--- src/rtl/stopwatch_pkg.sv ---
// Shared types and constants for the stopwatch block (state encoding, count limit, blank pattern).
package stopwatch_pkg;
    typedef enum logic [1:0] {
        IDLE  = 2'd0,
        RUN   = 2'd1,
        PAUSE = 2'd2
    } sw_state_e;

    localparam logic [5:0] MAX_SECMIN = 6'd59;
    localparam logic [6:0] SEG_BLANK  = 7'b1111111;
endpackage

--- src/rtl/stopwatch_scan.sv ---
// Digit scanner: scan counter, digit index, registered anode decode and tens/units segment select.
// Latency: anodes registered with digit_idx; seg_out combinational. No backpressure; free-running.
module stopwatch_scan #(
    parameter int SCAN_DIV = 50000
) (
    input  logic       clk,
    input  logic       rst,
    input  logic [6:0] dec_seg0,
    input  logic [6:0] dec_seg1,
    output logic [1:0] digit_idx,
    output logic [3:0] an,
    output logic [6:0] seg_out
);
    localparam int             CW       = (SCAN_DIV > 1) ? $clog2(SCAN_DIV) : 1;
    localparam logic [CW-1:0]  SCAN_MAX = CW'(SCAN_DIV - 1);

    logic [CW-1:0] scan_q, scan_d;
    logic [1:0]    idx_q, idx_d;
    logic [3:0]    an_q, an_d;

    always_comb begin
        scan_d = scan_q + 1'b1;
        idx_d  = idx_q;
        if (scan_q == SCAN_MAX) begin
            scan_d = '0;
            idx_d  = idx_q + 2'd1;
        end
        // Anode is derived from the next index so it always matches digit_idx.
        an_d = ~(4'b0001 << idx_d);
    end

    always_ff @(posedge clk) begin
        if (rst) begin
            scan_q <= '0;
            idx_q  <= 2'd0;
            an_q   <= 4'b1110;
        end else begin
            scan_q <= scan_d;
            idx_q  <= idx_d;
            an_q   <= an_d;
        end
    end

    assign digit_idx = idx_q;
    assign an        = an_q;
    assign seg_out   = idx_q[0] ? dec_seg1 : dec_seg0;
endmodule

--- src/rtl/stopwatch_ctrl.sv ---
// Stopwatch mm:ss controller: start/pause/clear FSM, 1 s prescaler, sec/min counters, display mux.
// Count updates one edge after tick; display paths combinational from digit_idx. Optional lap freeze: STOPWATCH_LAP_EN.
module stopwatch_ctrl
    import stopwatch_pkg::*;
#(
    parameter int TICK_DIV = 50000000,
    parameter int SCAN_DIV = 50000
) (
    input  logic       clk,
    input  logic       rst,
    input  logic       start_stop,
    input  logic       clear,
    input  logic       lap,
    output logic [5:0] dec_value,
    input  logic [6:0] dec_seg0,
    input  logic [6:0] dec_seg1,
    output logic [6:0] seg_out,
    output logic [3:0] an,
    output logic [5:0] sec,
    output logic [5:0] min,
    output logic       running,
    output logic       rollover
);
    localparam int            PW        = $clog2(TICK_DIV);
    localparam logic [PW-1:0] PRESC_MAX = PW'(TICK_DIV - 1);

    sw_state_e     state_q, state_d;
    logic [PW-1:0] presc_q, presc_d;
    logic [5:0]    sec_q, sec_d, min_q, min_d;
    logic          roll_q, roll_d;
    logic          tick;
    logic [1:0]    digit_idx;
    logic [5:0]    src_sec, src_min;

    assign tick = (state_q == RUN) && (presc_q == PRESC_MAX);

    always_comb begin
        state_d = state_q;
        presc_d = presc_q;
        sec_d   = sec_q;
        min_d   = min_q;
        roll_d  = 1'b0;
        if (state_q == RUN) begin
            presc_d = tick ? '0 : presc_q + 1'b1;
        end
        if (tick) begin
            if (sec_q == MAX_SECMIN) begin
                sec_d = '0;
                if (min_q == MAX_SECMIN) begin
                    min_d  = '0;
                    roll_d = 1'b1;
                end else begin
                    min_d = min_q + 6'd1;
                end
            end else begin
                sec_d = sec_q + 6'd1;
            end
        end
        // clear dominates everything, including a same-cycle start_stop or tick.
        if (clear) begin
            state_d = IDLE;
            presc_d = '0;
            sec_d   = '0;
            min_d   = '0;
            roll_d  = 1'b0;
        end else if (start_stop) begin
            case (state_q)
                IDLE: begin
                    state_d = RUN;
                    presc_d = '0;
                end
                RUN:     state_d = PAUSE;
                PAUSE:   state_d = RUN;
                default: state_d = IDLE;
            endcase
        end
    end

    always_ff @(posedge clk) begin
        if (rst) begin
            state_q <= IDLE;
            presc_q <= '0;
            sec_q   <= '0;
            min_q   <= '0;
            roll_q  <= 1'b0;
        end else begin
            state_q <= state_d;
            presc_q <= presc_d;
            sec_q   <= sec_d;
            min_q   <= min_d;
            roll_q  <= roll_d;
        end
    end

`ifdef STOPWATCH_LAP_EN
    logic       freeze_q, freeze_d;
    logic [5:0] lap_sec_q, lap_sec_d, lap_min_q, lap_min_d;

    always_comb begin
        freeze_d  = freeze_q;
        lap_sec_d = lap_sec_q;
        lap_min_d = lap_min_q;
        if (clear) begin
            freeze_d = 1'b0;
        end else if (lap) begin
            if (freeze_q) begin
                freeze_d = 1'b0;
            end else if (state_q == RUN) begin
                freeze_d  = 1'b1;
                lap_sec_d = sec_q;
                lap_min_d = min_q;
            end
        end
    end

    always_ff @(posedge clk) begin
        if (rst) begin
            freeze_q  <= 1'b0;
            lap_sec_q <= '0;
            lap_min_q <= '0;
        end else begin
            freeze_q  <= freeze_d;
            lap_sec_q <= lap_sec_d;
            lap_min_q <= lap_min_d;
        end
    end

    assign src_sec = freeze_q ? lap_sec_q : sec_q;
    assign src_min = freeze_q ? lap_min_q : min_q;
`else
    logic unused_lap;
    assign unused_lap = lap;
    assign src_sec    = sec_q;
    assign src_min    = min_q;
`endif

    stopwatch_scan #(.SCAN_DIV(SCAN_DIV)) u_scan (
        .clk       (clk),
        .rst       (rst),
        .dec_seg0  (dec_seg0),
        .dec_seg1  (dec_seg1),
        .digit_idx (digit_idx),
        .an        (an),
        .seg_out   (seg_out)
    );

    assign dec_value = (digit_idx < 2'd2) ? src_sec : src_min;
    assign sec       = sec_q;
    assign min       = min_q;
    assign running   = (state_q == RUN);
    assign rollover  = roll_q;
endmodule

--- config.mk ---
export PLATFORM = sky130hd
export DESIGN_NAME = stopwatch_ctrl
export DESIGN_NICKNAME = d
export VERILOG_FILES = /design/src/rtl/stopwatch_pkg.sv /design/src/rtl/stopwatch_scan.sv /design/src/rtl/stopwatch_ctrl.sv
export SDC_FILE = /design/constraint.sdc
export NUM_CORES = 1
export LEC_CHECK = 0
export CAP_MARGIN = 10
export CORE_ASPECT_RATIO = 0.8
export CORE_UTILIZATION = 57
export DETAILED_ROUTE_END_ITERATION = 8
export PLACE_DENSITY = 0.82
export REMOVE_ABC_BUFFERS = 1
export SKIP_LAST_GASP = 1
export SLEW_MARGIN = 20
export SYNTH_ARGS = -nofsm -noshare
export SYNTH_HDL_FRONTEND = slang
export SYNTH_SLANG_ARGS = --single-unit
--- constraint.sdc ---
create_clock -name clk -period 4.3 [get_ports clk]
set_input_delay 0.86 -clock clk [delete_from_list [all_inputs] [get_ports clk]]
set_output_delay 0.86 -clock clk [all_outputs]
set_load 0.1 [all_outputs]
Word level (Yosys, flattened, before mapping)
Index checks and enable logic that the tools add are counted.
W data, S select, Z words.
{"block": "classes", "order_cmp": 1, "n_eq_ne": 6, "n_reduce_logical": 7, "addsub": 5, "n_shift": 1, "n_mux": 11, "n_bitwise": 3}
{"cell": "$mux W26", "n": 4}
{"cell": "$add A26 B1 Y26 const B", "n": 1}
{"cell": "$eq A26 B26 Y1 const B", "n": 1}
{"cell": "$mux W6", "n": 3}
{"cell": "$add A16 B1 Y16 const B", "n": 1}
{"cell": "$eq A16 B16 Y1 const B", "n": 1}
{"cell": "$add A6 B1 Y6 const B", "n": 2}
{"cell": "$eq A6 B6 Y1 const B", "n": 2}
{"cell": "$mux W7", "n": 1}
{"cell": "$reduce_or A2 Y1", "n": 3}
{"cell": "$not A4 Y4", "n": 1}
{"cell": "$pmux W2 S2", "n": 1}
{"cell": "$reduce_or A4 Y1", "n": 1}
{"cell": "$shl A1 B2 Y4 const A", "n": 1}
{"cell": "$add A2 B1 Y2 const B", "n": 1}
{"cell": "$eq A2 B1 Y1 const B", "n": 1}
{"cell": "$eq A2 B2 Y1 const B", "n": 1}
{"cell": "$logic_not A2 Y1", "n": 1}
{"cell": "$lt A2 B2 Y1 const B", "n": 1}
{"cell": "$mux W2", "n": 1}
{"cell": "$not A1 Y1", "n": 2}
{"cell": "$reduce_and A2 Y1", "n": 1}
{"cell": "$logic_and A1 B1 Y1", "n": 1}
{"cell": "$mux W1", "n": 1}
{"block": "totals", "output_inout_bits": 31, "regBits": 63, "word_cells": 42, "input_bits": 19}

Logic depth before layout (Yosys ltp)
Gate-level depths: netlist of the first run.
{"block": "logic_depth", "ltp_word": 6, "mapped_depth": 7}

Cells and area by module
A second synthesis of the first run with hierarchy kept.
{"block": "hier_totals", "hier_cells": 369, "hier_area_um2": 3330.7}
{"mod": "stopwatch_ctrl", "seq_area_each_um2": 820.8, "instances": 1, "cells_per_inst": 262, "area_per_inst_um2": 2285.9}
{"mod": "stopwatch_scan", "seq_area_each_um2": 440.4, "instances": 1, "cells_per_inst": 107, "area_per_inst_um2": 1044.8}

Least setup slack after synthesis of the first run
OpenSTA, ideal clock, no wires.
{"block": "synth_path", "path_type": "flip-flop to output port", "startpoint": "register min_q[2] (netlist: min[2])", "endpoint": "output dec_value[2]", "path_stages_with_launch": 2, "n_path_buf": 0, "setup_slack_ns": 1.759, "arrival_time_ns": 1.681, "t_required_ns": 3.440, "path_cell_list": "dfxtp_1 mux2_2"}
{"block": "synth_between", "elab_chain_cells": 1}
{"item": "from (decl)", "line": "stopwatch_ctrl.sv:29", "source": "logic [5:0] sec_q, sec_d, min_q, min_d;"}
{"item": "from (signal assigned)", "line": "stopwatch_ctrl.sv:90", "source": "min_q <= min_d;"}
{"item": "$mux W6", "line": "stopwatch_ctrl.sv:147", "source": "assign dec_value = (digit_idx < 2'd2) ? src_sec : src_min;"}
{"item": "to (decl)", "line": "stopwatch_ctrl.sv:14", "source": "output logic [5:0] dec_value,"}
Every way passes these cells.

Worst setup path in the final report of the first run
{"block": "layout_path", "startpoint": "register u_scan.idx_q[1] (netlist: u_scan.digit_idx[1])", "endpoint": "output dec_value[1]"}
{"block": "layout_between", "elab_chain_cells": 2}
{"item": "from (decl)", "line": "stopwatch_scan.sv:18", "source": "logic [1:0] idx_q, idx_d;"}
{"item": "from (signal assigned)", "line": "stopwatch_scan.sv:39", "source": "idx_q <= idx_d;"}
{"item": "$lt A2 B2 Y1", "line": "stopwatch_ctrl.sv:147"}
{"item": "$mux W6", "line": "stopwatch_ctrl.sv:147"}
Every way passes these cells.

==> implementation parameters, run 1 <==
Parameter                              Value

Placed design
  Number of buffers added on ports    48
  Half-perimeter wire length of the detailed placement result    4.91 mm
  Global placement routability congestion    0.780
  Placed cell count    around 440
  DP Worst Slack    approximately 1500 ps

Critical path
  Element type at the critical path start    flip-flop
  Critical Path AT    about 2300 ps
  Cell depth of the worst flop-to-flop path    5
  R2R Path End    min[2]
  Crit Reg-Reg Startpoint    presc_q[0]
  Worst setup path start    u_scan.digit_idx[1]
  Cells along the critical path    mux2_2, clkdlybuf4s50_1
  CP Class    flip-flop to output port
  Slowest stage cell on the critical path    clkdlybuf4s50_1
  Critical Path End Type    output port
  Endpoint required time on the critical path    3440 ps
  Critical path fanouts, max    9
  Register-to-register setup slack    approximately 2000 ps
  Slowest cell delay on critical path    1130 ps

Clock network
  Resized Gates After CTS    0
  Post-CTS setup buffer count    0
  Root buffer cell    clkbuf_8
  Clock tree from TritonCTS    done
  Clock slew at reported path FFs    approximately 70 ps
  # hold bufs at CTS    0
  Max clock buf depth    2
  Number of clock sinks    between 60 and 70
  Worst skew pair latency    about 340 ps
  Maximum level of the CTS H-tree    3
  CTS buffer count    9

Cells and area
  Share of layout cells above drive strength 1    between 10% and 20%
  Number of nets in the final layout    416
  Non-filler cells in the finished layout    about 460
  Antenna diode instance count    0
  Area growth from synthesis to layout    19.6%

Logic synthesis
  Post-synth EDFFs    0
  Warnings, synthesis    0
  Multiplexer share of the synthesized area    5.91%
  Largest family of logic cells by synthesized area    simple AND/OR/NAND/NOR gates
  Seq cells post-synth    63
  Adder-cell area share of the yosys netlist    under 10%
  Average footprint of a synthesized cell    a little over 9 um^2
  Main synth FF type    dfxtp_1
  Post-synthesis share of cell area spent on and, or, nand and nor gates    between 20% and 30%
  Fraction of the mapped netlist area in compound gates    roughly 15%
  Sequential element share of the synthesized area    roughly two fifths
  Share of synthesized flip-flops with an asynchronous set or reset    0%
  Number of distinct library cells after synthesis    60
  Post-synthesis xor/xnor area fraction    6.06%
  Synth Cell Area    approximately 3200 um^2
  Cell count after synthesis    350

Global route
  Via count of the first global-routing pass    between 2000 and 2500
  Global-route usage over all layers    25.1%
  Global-route wire length before repair    ~11 mm
  Gr ovfl total    0
  Pin count of the biggest net entering global routing    23
  Initial antenna violation count    0

Power and ir drop
  Leakage power    about 1.4 nW
  Max rail drop VDD    0.217 mV
  Pwr per Cell Area    303 nW/um^2
  Overall power of the completed layout    between 1 and 1.5 mW

Timing
  Total negative slack    0 ps
  PnR worst setup slack    about 1200 ps
  Skew final    about 8.8 ps
  Rel. slew slack    approximately 34%
  Slew Viols, Final    0
  Final number of hold-violating endpoints    0
  Period utilization    between 70% and 80%
  Number of failing setup endpoints in the final timing report    0
  Worst slew pin tran    a little under 1000 ps
  Shortest period the worst path allows    3120 ps
  RSZ-0062 raised after global routing    no
  Highest achievable clock rate    roughly 0.32 GHz

Floorplan
  Height of the die    slightly below 70 um
  Number of rows in the core area    23
  Starting density of the core    between 60% and 70%
  # IOs    50
  Placeable core region    a little over 5000 um^2
  Total die area    5880 um^2
  Die boundary width    roughly 85 um

Hold path
  Type of the tightest min-delay check    flip-flop to flip-flop
  Hold path endpoint    u_scan.scan_q[0]
  Hold Path Stages    1
  Startpoint of the tightest hold check path    u_scan.scan_q[0]

Status
  Status    completed

Route
  Routed wire length per instance    around 15 um
  DR top layer    met4
  Met2 Wirelength    between 3 and 4 mm
  DR DRC count    0
  Antenna viol nets, final    0
  Total number of vias    2804
  Vias per cell    6.11
  Number of violations reported at the end of detailed-routing iteration 0    170
  Met1 wire length    about 3.4 mm
  Detail Route met3 WL    around 400 um
  Final wirelength    between 7 and 8 mm
  Number of optimization iterations in the first detailed-route pass    4

Run
  # Max-Cap Violations    0
cells in the mapped netlist, types with 2 or more instances:
library cell,number,area [um^2]
nand4_2,2,25.0
a41oi_1,4,35.0
nor3_1,2,10.0
o31ai_1,9,67.6
and2_1,3,18.8
nor2_1,33,124
xnor2_1,3,26.3
o211a_1,2,20.0
a21oi_2,2,17.5
nor4_1,4,25.0
a21oi_1,22,110
and4_1,5,43.8
and4_4,3,33.8
ha_1,4,50.1
clkbuf_1,5,18.8
nand2_1,22,82.6
inv_1,3,11.3
o21ai_0,10,50.1
mux2i_1,3,30.0
and4b_1,2,20.0
dfxtp_1,63,1260
and3_1,13,81.3
nand4_1,14,87.6
buf_2,8,40.0
nand2b_1,5,31.3
a31oi_1,3,18.8
xor2_1,19,166
mux2_2,14,158
nand3_1,18,90.1
a211oi_1,3,22.5
or4_1,8,60.1
or4_4,2,22.5
a21boi_0,2,15.0
a311oi_1,3,26.3
or3_1,7,43.8
metrics by stage:
step	util (%)	hold WS, ps	cell area [um^2]
after floorplan	-	426	3080
after global placement	70.0	440	3620
after detailed placement	70.0	447	3620
after CTS	73.4	463	3800
after global routing	73.4	507	3800
final	73.4	460	3800
sequential cells by signal, indices dropped and copies added (netlist names):
signal	count
presc_q	26
u_scan.scan_q	16
min	6
sec	6
u_scan.an	4
state_q	2
u_scan.digit_idx	2
rollover	1
worst max path at each step:
stage,to,cells after the start
2_1_floorplan,dec_value[2],1
3_3_place_gp,presc_q[15],6
3_5_place_dp,presc_q[14],6
4_1_cts,dec_value[1],2
5_1_grt,dec_value[5],2
6_report,dec_value[1],2
layer usage:
metal | global-route usage, % | vias up
li1 | - | 1401
met1 | 33.1 | 1320
met2 | 40.1 | 78
met3 | 7.98 | 5
met4 | 6.88 | 0
met5 | 0 | -
worst max-delay path, delay by kind of cell, from the launching register on:
family / cells / cell delay [ps]
buffers and inverters: 1 / 1130
flip-flops: 1 / 550
multiplexers: 1 / 240
final cells by class:
type	count	area, um^2
Multi-Input combinational cell	266	1800
Clock buffer	11	131
Fill cell	375	1380
Clock inverter	4	47.5
Sequential cell	63	1260
Inverter	4	16.3
Timing Repair Buffer	49	470
Tap cell	62	77.6
power breakdown:
part           switching [mW]  internal, mW
Sequential            0.00297         0.586
Combinational          0.0488        0.0268
Clock                   0.223         0.263
placed cells by master, fill, tap and decap left out, drive strengths merged, types with 4 or more instances in the layout:
master | synthesis | final
dfxtp | 63 | 63
clkdlybuf4s50 | 0 | 41
nor2 | 33 | 33
a21oi | 24 | 24
nand2 | 23 | 23
nand3 | 20 | 20
xor2 | 19 | 19
nand4 | 16 | 16
mux2 | 14 | 14
and3 | 13 | 13
o21ai | 11 | 11
clkbuf | 6 | 11
or4 | 10 | 10
o31ai | 9 | 9
buf | 11 | 8
and4 | 8 | 8
or3 | 7 | 7
nand2b | 6 | 6
nor4 | 4 | 4
a41oi | 4 | 4
ha | 4 | 4
cell families after synthesis:
| kind of cell | count (synthesis) |
|---|---|
| compound gates | 71 |
| buf+inv | 21 |
| fa+ha+maj | 4 |
| simple gates | 152 |
| flops | 63 |
| xor+xnor | 22 |
| mux | 17 |
Note: power is estimated with default switching activity, not from simulation.
==> inputs of run 2 (changes only) <==
--- a/config.mk
+++ b/config.mk
@@ -7,9 +7,9 @@
 export LEC_CHECK = 0
 export CAP_MARGIN = 10
 export CORE_ASPECT_RATIO = 0.8
-export CORE_UTILIZATION = 57
+export CORE_UTILIZATION = 54
 export DETAILED_ROUTE_END_ITERATION = 8
-export PLACE_DENSITY = 0.82
+export PLACE_DENSITY = 0.78
 export REMOVE_ABC_BUFFERS = 1
 export SKIP_LAST_GASP = 1
 export SLEW_MARGIN = 20
==> constraint.sdc (replaced) <==
create_clock -name clk -period 3.2 [get_ports clk]
set_input_delay 0.64 -clock clk [delete_from_list [all_inputs] [get_ports clk]]
set_output_delay 0.64 -clock clk [all_outputs]
set_load 0.1 [all_outputs]
==> run 2 against run 1 <==
Effect of this change: clock skew fell by 1.6 ps; largest cell class unchanged; die area grew 5.4%; utilization fell by 5.1 points; clock power grew 38%; register-to-register slack worse by 1100 ps; sequential share of layout area is 0.055 points higher; combinational power rose by 36%.
==> implementation parameters, run 2 (synthesized netlist as in run 1, its figures left out) <==
Parameter                              Value

Status
  Status    completed (unchanged)

Critical path
  Cell depth of the worst flop-to-flop path    6 (was 5)
  Element type at the critical path start    flip-flop (unchanged)
  Endpoint required time on the critical path    3420 ps (was 3440 ps)
  Slowest stage cell on the critical path    o21bai_1 (was clkdlybuf4s50_1)
  Critical path fanouts, max    15 (was 9)
  Worst setup path start    presc_q[0] (was u_scan.digit_idx[1])
  CP Class    flip-flop to flip-flop (was flip-flop to output port)
  Slowest cell delay on critical path    640 ps (was 1130 ps)
  Crit Reg-Reg Startpoint    presc_q[0] (unchanged)
  Cell family with the largest share of critical-path delay    compound AO/OA/AOI/OAI gates (was buffers and inverters)
  Critical Path End Type    flip-flop (was output port)
  Critical Path AT    2570 ps (was 2260 ps)
  Cells along the critical path    ha_1, and4b_1, nand4_2, o21bai_1, buf_4, a21oi_1 (was mux2_2, clkdlybuf4s50_1)
  Buffering stage count on the worst path with inverters included    1 (unchanged)
  R2R Path End    presc_q[18] (was min[2])
  Register-to-register setup slack    840 ps (was 1980 ps)

Timing
  Rel. slew slack    50.8% (was 34.2%)
  Slew Viols, Final    0 (unchanged)
  PnR worst setup slack    844 ps (was 1180 ps)
  RSZ-0062 raised after global routing    no (unchanged)
  Total negative slack    0 ps (unchanged)
  Highest achievable clock rate    0.425 GHz
  Shortest period the worst path allows    2360 ps
  Worst slew pin tran    737 ps (was 983 ps)
  Skew final    7.18 ps (was 8.75 ps)
  Period utilization    approximately three quarters
  Final number of hold-violating endpoints    0 (unchanged)
  Number of failing setup endpoints in the final timing report    0 (unchanged)

Power and ir drop
  Clk pwr share    42.8% (was 42.2%)
  Power share of the combinational group    6.6% (about the same)
  Proportion of total power due to net switching    24.4% (was 23.9%)
  Internal power    1.18 mW (was 876 uW)
  Pwr per Cell Area    412 nW/um^2 (was 303 nW/um^2)
  Max rail drop VDD    0.303 mV (was 0.217 mV)
  Leakage power    1.44 nW (was 1.39 nW)
  Switching power summed over all nets    381 uW (was 274 uW)
  Sequential share of power    50.6% (was 51.2%)

Route
  Antenna viol nets, final    0 (unchanged)
  Vias per cell    5.75 (was 6.11)
  Number of optimization iterations in the first detailed-route pass    4 (unchanged)
  DR DRC count    0 (unchanged)
  Number of violations reported at the end of detailed-routing iteration 0    157 (was 170)
  Final wirelength    6.90 mm (was 7.09 mm)
  Routed wire length per instance    14.4 um (was 15.5 um)
  Total number of vias    2750 (was 2804)

Cells and area
  Top library cells by usage in the layout, fill and taps aside    63 x dfxtp_1, 34 x buf_4, 33 x nor2_1, 22 x nand2_1, 22 x a21oi_1 (was 63 x dfxtp_1, 41 x clkdlybuf4s50_1, 33 x nor2_1, 22 x nand2_1, 22 x a21oi_1)
  Flip-flop count of the largest register after layout    26 (unchanged)
  Area growth from synthesis to layout    19.4% (was 19.6%)
  Share of layout cells above drive strength 1    20.3% (was 13.1%)
  Antenna diode instance count    0 (unchanged)
  Number of nets in the final layout    418 (was 416)
  Most common cell after layout, fill and taps aside    dfxtp_1 (unchanged)
  Registers with the most flip-flops    presc_q x26, u_scan.scan_q x16 (unchanged)
  Largest Register    presc_q (unchanged)
  Filler instances    450 (was 375)

Floorplan
  Starting density of the core    57.2% (was 61.4%)
  Total die area    6200 um^2 (was 5880 um^2)
  Height of the die    70.6 um (was 68.8 um)
  Number of rows in the core area    24 (was 23)
  # IOs    50 (unchanged)
  Placeable core region    5560 um^2 (was 5180 um^2)
  Die boundary width    87.8 um (was 85.5 um)

Hold path
  Startpoint of the tightest hold check path    u_scan.scan_q[0] (unchanged)
  Hold path endpoint    u_scan.scan_q[0] (unchanged)
  Type of the tightest min-delay check    flip-flop to flip-flop (unchanged)
  Hold Path Stages    1 (unchanged)

Global route
  Gr ovfl total    0 (unchanged)
  Global-route usage over all layers    24.3% (was 25.1%)
  Initial antenna violation count    0 (unchanged)
  Global-route wire length before repair    11.7 mm (was 11.5 mm)
  Pin count of the biggest net entering global routing    16 (was 23)
  Via count of the first global-routing pass    2569 (was 2467)

Clock network
  Clock slew at reported path FFs    70 ps (about the same)
  Number of clock sinks    63 (unchanged)
  Worst skew pair latency    340 ps (about the same)
  Maximum level of the CTS H-tree    3 (unchanged)
  Post-CTS setup buffer count    0 (unchanged)
  Root buffer cell    clkbuf_8 (unchanged)
  Clock tree from TritonCTS    done (unchanged)
  Resized Gates After CTS    0 (unchanged)
  Max clock buf depth    2 (unchanged)
  CTS buffer count    9 (unchanged)
  # hold bufs at CTS    0 (unchanged)

Placed design
  DP Worst Slack    677 ps (was 1470 ps)
  Number of buffers added on ports    48 (unchanged)
  Global placement routability congestion    0.798 (was 0.780)
  Half-perimeter wire length of the detailed placement result    4.97 mm (was 4.91 mm)

Run
  # Max-Cap Violations    0 (unchanged)
-- run 2: cell count changes in the layout (fill, tap and decap cells not counted) --
| cell | previous run | this run |
|---|---|---|
| clkdlybuf4s50_1 | 41 | 17 |
| clkinv_2 | 3 | 2 |
| clkinvlp_4 | 1 | 4 |
| clkbuf_1 | 2 | 0 |
| buf_4 | 8 | 34 |
| clkinv_4 | 0 | 1 |
-- run 2: power groups by stage --
stage,combinational (mW),sequential (mW),clock [mW]
2_1_floorplan,0.0638,0.809,0
3_3_place_gp,0.102,0.809,0
3_5_place_dp,0.103,0.810,0
4_1_cts,0.104,0.791,0.689
5_1_grt,0.109,0.792,0.721
6_report,0.103,0.792,0.670
-- run 2: per-stage QoR --
step | util [%] | power [mW] | hold WS, ps | instances | area (um^2)
after global placement | 64.8 | 0.911 | 443 | 462 | 3600
after global routing | 68.3 | 1.62 | 490 | 478 | 3800
final | 68.3 | 1.57 | 471 | 478 | 3800
after CTS | 68.3 | 1.58 | 475 | 478 | 3800
after detailed placement | 64.8 | 0.913 | 459 | 462 | 3600
after floorplan | - | 0.872 | 426 | 333 | 3080
-- run 2: area by class of cell --
type	count	area, um^2	area share [%]
Tap cell	78	97.6	2.57
Multi-Input combinational cell	266	1800	47.4
Timing Repair Buffer	51	425	11.2
Sequential cell	63	1260	33.2
Inverter	4	16.3	0.428
Clock buffer	9	124	3.26
Clock inverter	7	73.8	1.94
-- run 2: per-layer routing --
| layer | part of all wire (%) | vias up | track usage [%] |
|---|---|---|---|
| li1 | - | 1400 | - |
| met1 | 48 | 1288 | 32.4 |
| met2 | 46 | 58 | 36.9 |
| met3 | 4.9 | 4 | 7.35 |
| met4 | 0.75 | 0 | 9.11 |
| met5 | 0 | - | 0 |
-- run 2: worst register-to-register path: cells and delay by family (launching register included) --
family,cells,cell delay (ps)
AO/OA/AOI/OAI,2,710
adder cells (fa/ha/maj),1,230
buffers and inverters,1,340
flip-flops,1,390
AND/OR/NAND/NOR,2,580
-- run 2: how the worst max path moves through the flow --
stage | depth (start not counted) | to | slack, ps
finish | 6 | presc_q[18] | 840
global route | 6 | presc_q[17] | 650
CTS | 6 | presc_q[18] | 840
detailed placement | 7 | presc_q[18] | 680
global placement | 7 | presc_q[4] | 710
floorplan | 1 | dec_value[2] | 880
==> inputs of run 3 (changes only) <==
==> constraint.sdc (replaced) <==
create_clock -name clk -period 2.33 [get_ports clk]
set_input_delay 0.466 -clock clk [delete_from_list [all_inputs] [get_ports clk]]
set_output_delay 0.466 -clock clk [all_outputs]
set_load 0.1 [all_outputs]
==> run 3 against run 2 <==
Effect of this change: count of clock-buffer cells in the layout up 3; clock power increased by 17%; setup slack got worse by 520 ps; critical endpoint is now seg_out[3]; largest cell class unchanged; highest routed layer unchanged.
==> implementation parameters, run 3 (synthesized netlist as in run 1, its figures left out) <==
Parameter                              Value

Route
  Number of violations reported at the end of detailed-routing iteration 0    122 (was 157)
  DR DRC count    0 (unchanged)
  Antenna viol nets, final    0 (unchanged)
  Vias per cell    5.66 (was 5.75)
  Number of optimization iterations in the first detailed-route pass    4 (unchanged)
  Routed wire length per instance    14.7 um (was 14.4 um)
  Total number of vias    2726 (was 2750)
  Final wirelength    7.11 mm (was 6.90 mm)

Cells and area
  Registers with the most flip-flops    presc_q x26, u_scan.scan_q x16 (unchanged)
  Top library cells by usage in the layout, fill and taps aside    63 x dfxtp_1, 33 x nor2_1, 30 x buf_4, 22 x nand2_1, 22 x a21oi_1 (was 63 x dfxtp_1, 34 x buf_4, 33 x nor2_1, 22 x nand2_1, 22 x a21oi_1)
  Filler instances    454 (was 450)
  Most common cell after layout, fill and taps aside    dfxtp_1 (unchanged)
  Flip-flop count of the largest register after layout    26 (unchanged)
  Area growth from synthesis to layout    22.3% (was 19.4%)
  Share of layout cells above drive strength 1    20.3% (about the same)
  Largest Register    presc_q (unchanged)
  Non-filler cells in the finished layout    482 (was 478)
  Antenna diode instance count    0 (unchanged)
  Number of nets in the final layout    422 (was 418)

Global route
  Global-route usage over all layers    25.1% (was 24.3%)
  Via count of the first global-routing pass    2469 (was 2569)
  Pin count of the biggest net entering global routing    23 (was 16)
  Initial antenna violation count    0 (unchanged)
  Gr ovfl total    0 (unchanged)
  Global-route wire length before repair    11.9 mm (was 11.7 mm)

Clock network
  # hold bufs at CTS    0 (unchanged)
  Root buffer cell    clkbuf_8 (unchanged)
  Number of clock sinks    63 (unchanged)
  Max clock buf depth    2 (unchanged)
  CTS buffer count    9 (unchanged)
  Resized Gates After CTS    0 (unchanged)
  Clock tree from TritonCTS    done (unchanged)
  Post-CTS setup buffer count    0 (unchanged)
  Worst skew pair latency    340 ps (about the same)
  Maximum level of the CTS H-tree    3 (unchanged)
  Clock slew at reported path FFs    70 ps (about the same)

Floorplan
  Starting density of the core    57.2% (unchanged)
  Height of the die    70.6 um (unchanged)
  # IOs    50 (unchanged)
  Die boundary width    87.8 um (unchanged)
  Placeable core region    5560 um^2 (unchanged)
  Total die area    6200 um^2 (unchanged)
  Number of rows in the core area    24 (unchanged)

Critical path
  Slowest cell delay on critical path    600 ps (was 640 ps)
  Buffering stage count on the worst path with inverters included    1 (unchanged)
  Critical path fanouts, max    12 (was 15)
  Critical Path AT    1540 ps (was 2570 ps)
  Endpoint required time on the critical path    1860 ps (was 3420 ps)
  Critical Path End Type    output port (was flip-flop)
  CP Class    flip-flop to output port (was flip-flop to flip-flop)
  Element type at the critical path start    flip-flop (unchanged)
  Slowest stage cell on the critical path    dfxtp_1 (was o21bai_1)
  Cell family with the largest share of critical-path delay    flip-flops (was compound AO/OA/AOI/OAI gates)
  Cells along the critical path    mux2_2, buf_12 (was ha_1, and4b_1, nand4_2, o21bai_1, buf_4, a21oi_1)
  Register-to-register setup slack    340 ps (was 840 ps)

Timing
  Final number of hold-violating endpoints    0 (unchanged)
  Number of failing setup endpoints in the final timing report    0 (unchanged)
  Skew final    7.81 ps (was 7.18 ps)
  Worst slew pin tran    601 ps (was 737 ps)
  PnR worst setup slack    321 ps (was 844 ps)
  Highest achievable clock rate    roughly 0.5 GHz
  RSZ-0062 raised after global routing    no (unchanged)
  Shortest period the worst path allows    about 2000 ps
  Total negative slack    0 ps (unchanged)
  Slew Viols, Final    0 (unchanged)
  Rel. slew slack    59.8% (was 50.8%)
  Period utilization    a little under nine tenths

Hold path
  Type of the tightest min-delay check    flip-flop to flip-flop (unchanged)

Placed design
  Number of buffers added on ports    48 (unchanged)
  DP Worst Slack    324 ps (was 677 ps)
  Half-perimeter wire length of the detailed placement result    5.03 mm (was 4.97 mm)
  Placed cell count    466 (was 462)
  Global placement routability congestion    0.837 (was 0.798)

Run
  # Max-Cap Violations    0 (unchanged)

Power and ir drop
  Pwr per Cell Area    524 nW/um^2 (was 412 nW/um^2)
  Overall power of the completed layout    2.04 mW (was 1.57 mW)
  Max rail drop VDD    0.415 mV (was 0.303 mV)
  Leakage power    1.49 nW (was 1.44 nW)

Status
  Status    completed (unchanged)
run 3: changes by cell type in the layout (fill, tap and decap cells not counted):
cell,delta
clkbuf_1,+3
clkinvlp_4,-3
clkinv_2,+2
buf_4,-4
buf_12,+8
bufinv_16,-1
clkinv_4,-1
run 3: cell type report:
class                      instances  area, um^2  area share (%)
clock buffer                      12         135            3.48
multi-input combinational        266        1800            46.3
sequential                        63        1260            32.5
inverter                           4        16.3           0.419
tap                               78        97.6            2.51
timing repair buffer              55         556            14.3
clock inverter                     4        22.5           0.580
run 3: where the power goes:
| group | internal, mW | switching, mW | leakage, nW |
|---|---|---|---|
| Clock | 0.381 | 0.403 | 0.0801 |
| Combinational | 0.0705 | 0.0954 | 0.898 |
| Sequential | 1.08 | 0.00522 | 0.508 |
run 3: per-stage QoR:
step,area [um^2],util [%],hold slack (ps)
after floorplan,3080,-,426
after global placement,3730,67.1,442
after detailed placement,3730,67.1,447
after CTS,3890,70.0,463
after global routing,3890,70.0,483
final,3890,70.0,456
run 3: routing by layer:
layer	track usage (%)	wire length, um
met5	0	0
met4	7.65	45
met3	8.87	317
met2	36.9	3190
met1	34.7	3560
run 3: final timing paths:
| kind | to | startpoint | depth (start not counted) |
|---|---|---|---|
| setup reg to reg | sec[2] | presc_q[0] | 6 |
| hold reg to reg | u_scan.scan_q[0] | u_scan.scan_q[0] | 1 |
| setup / recovery | seg_out[3] | u_scan.digit_idx[0] | 2 |
| hold / removal | u_scan.scan_q[0] | u_scan.scan_q[0] | 1 |
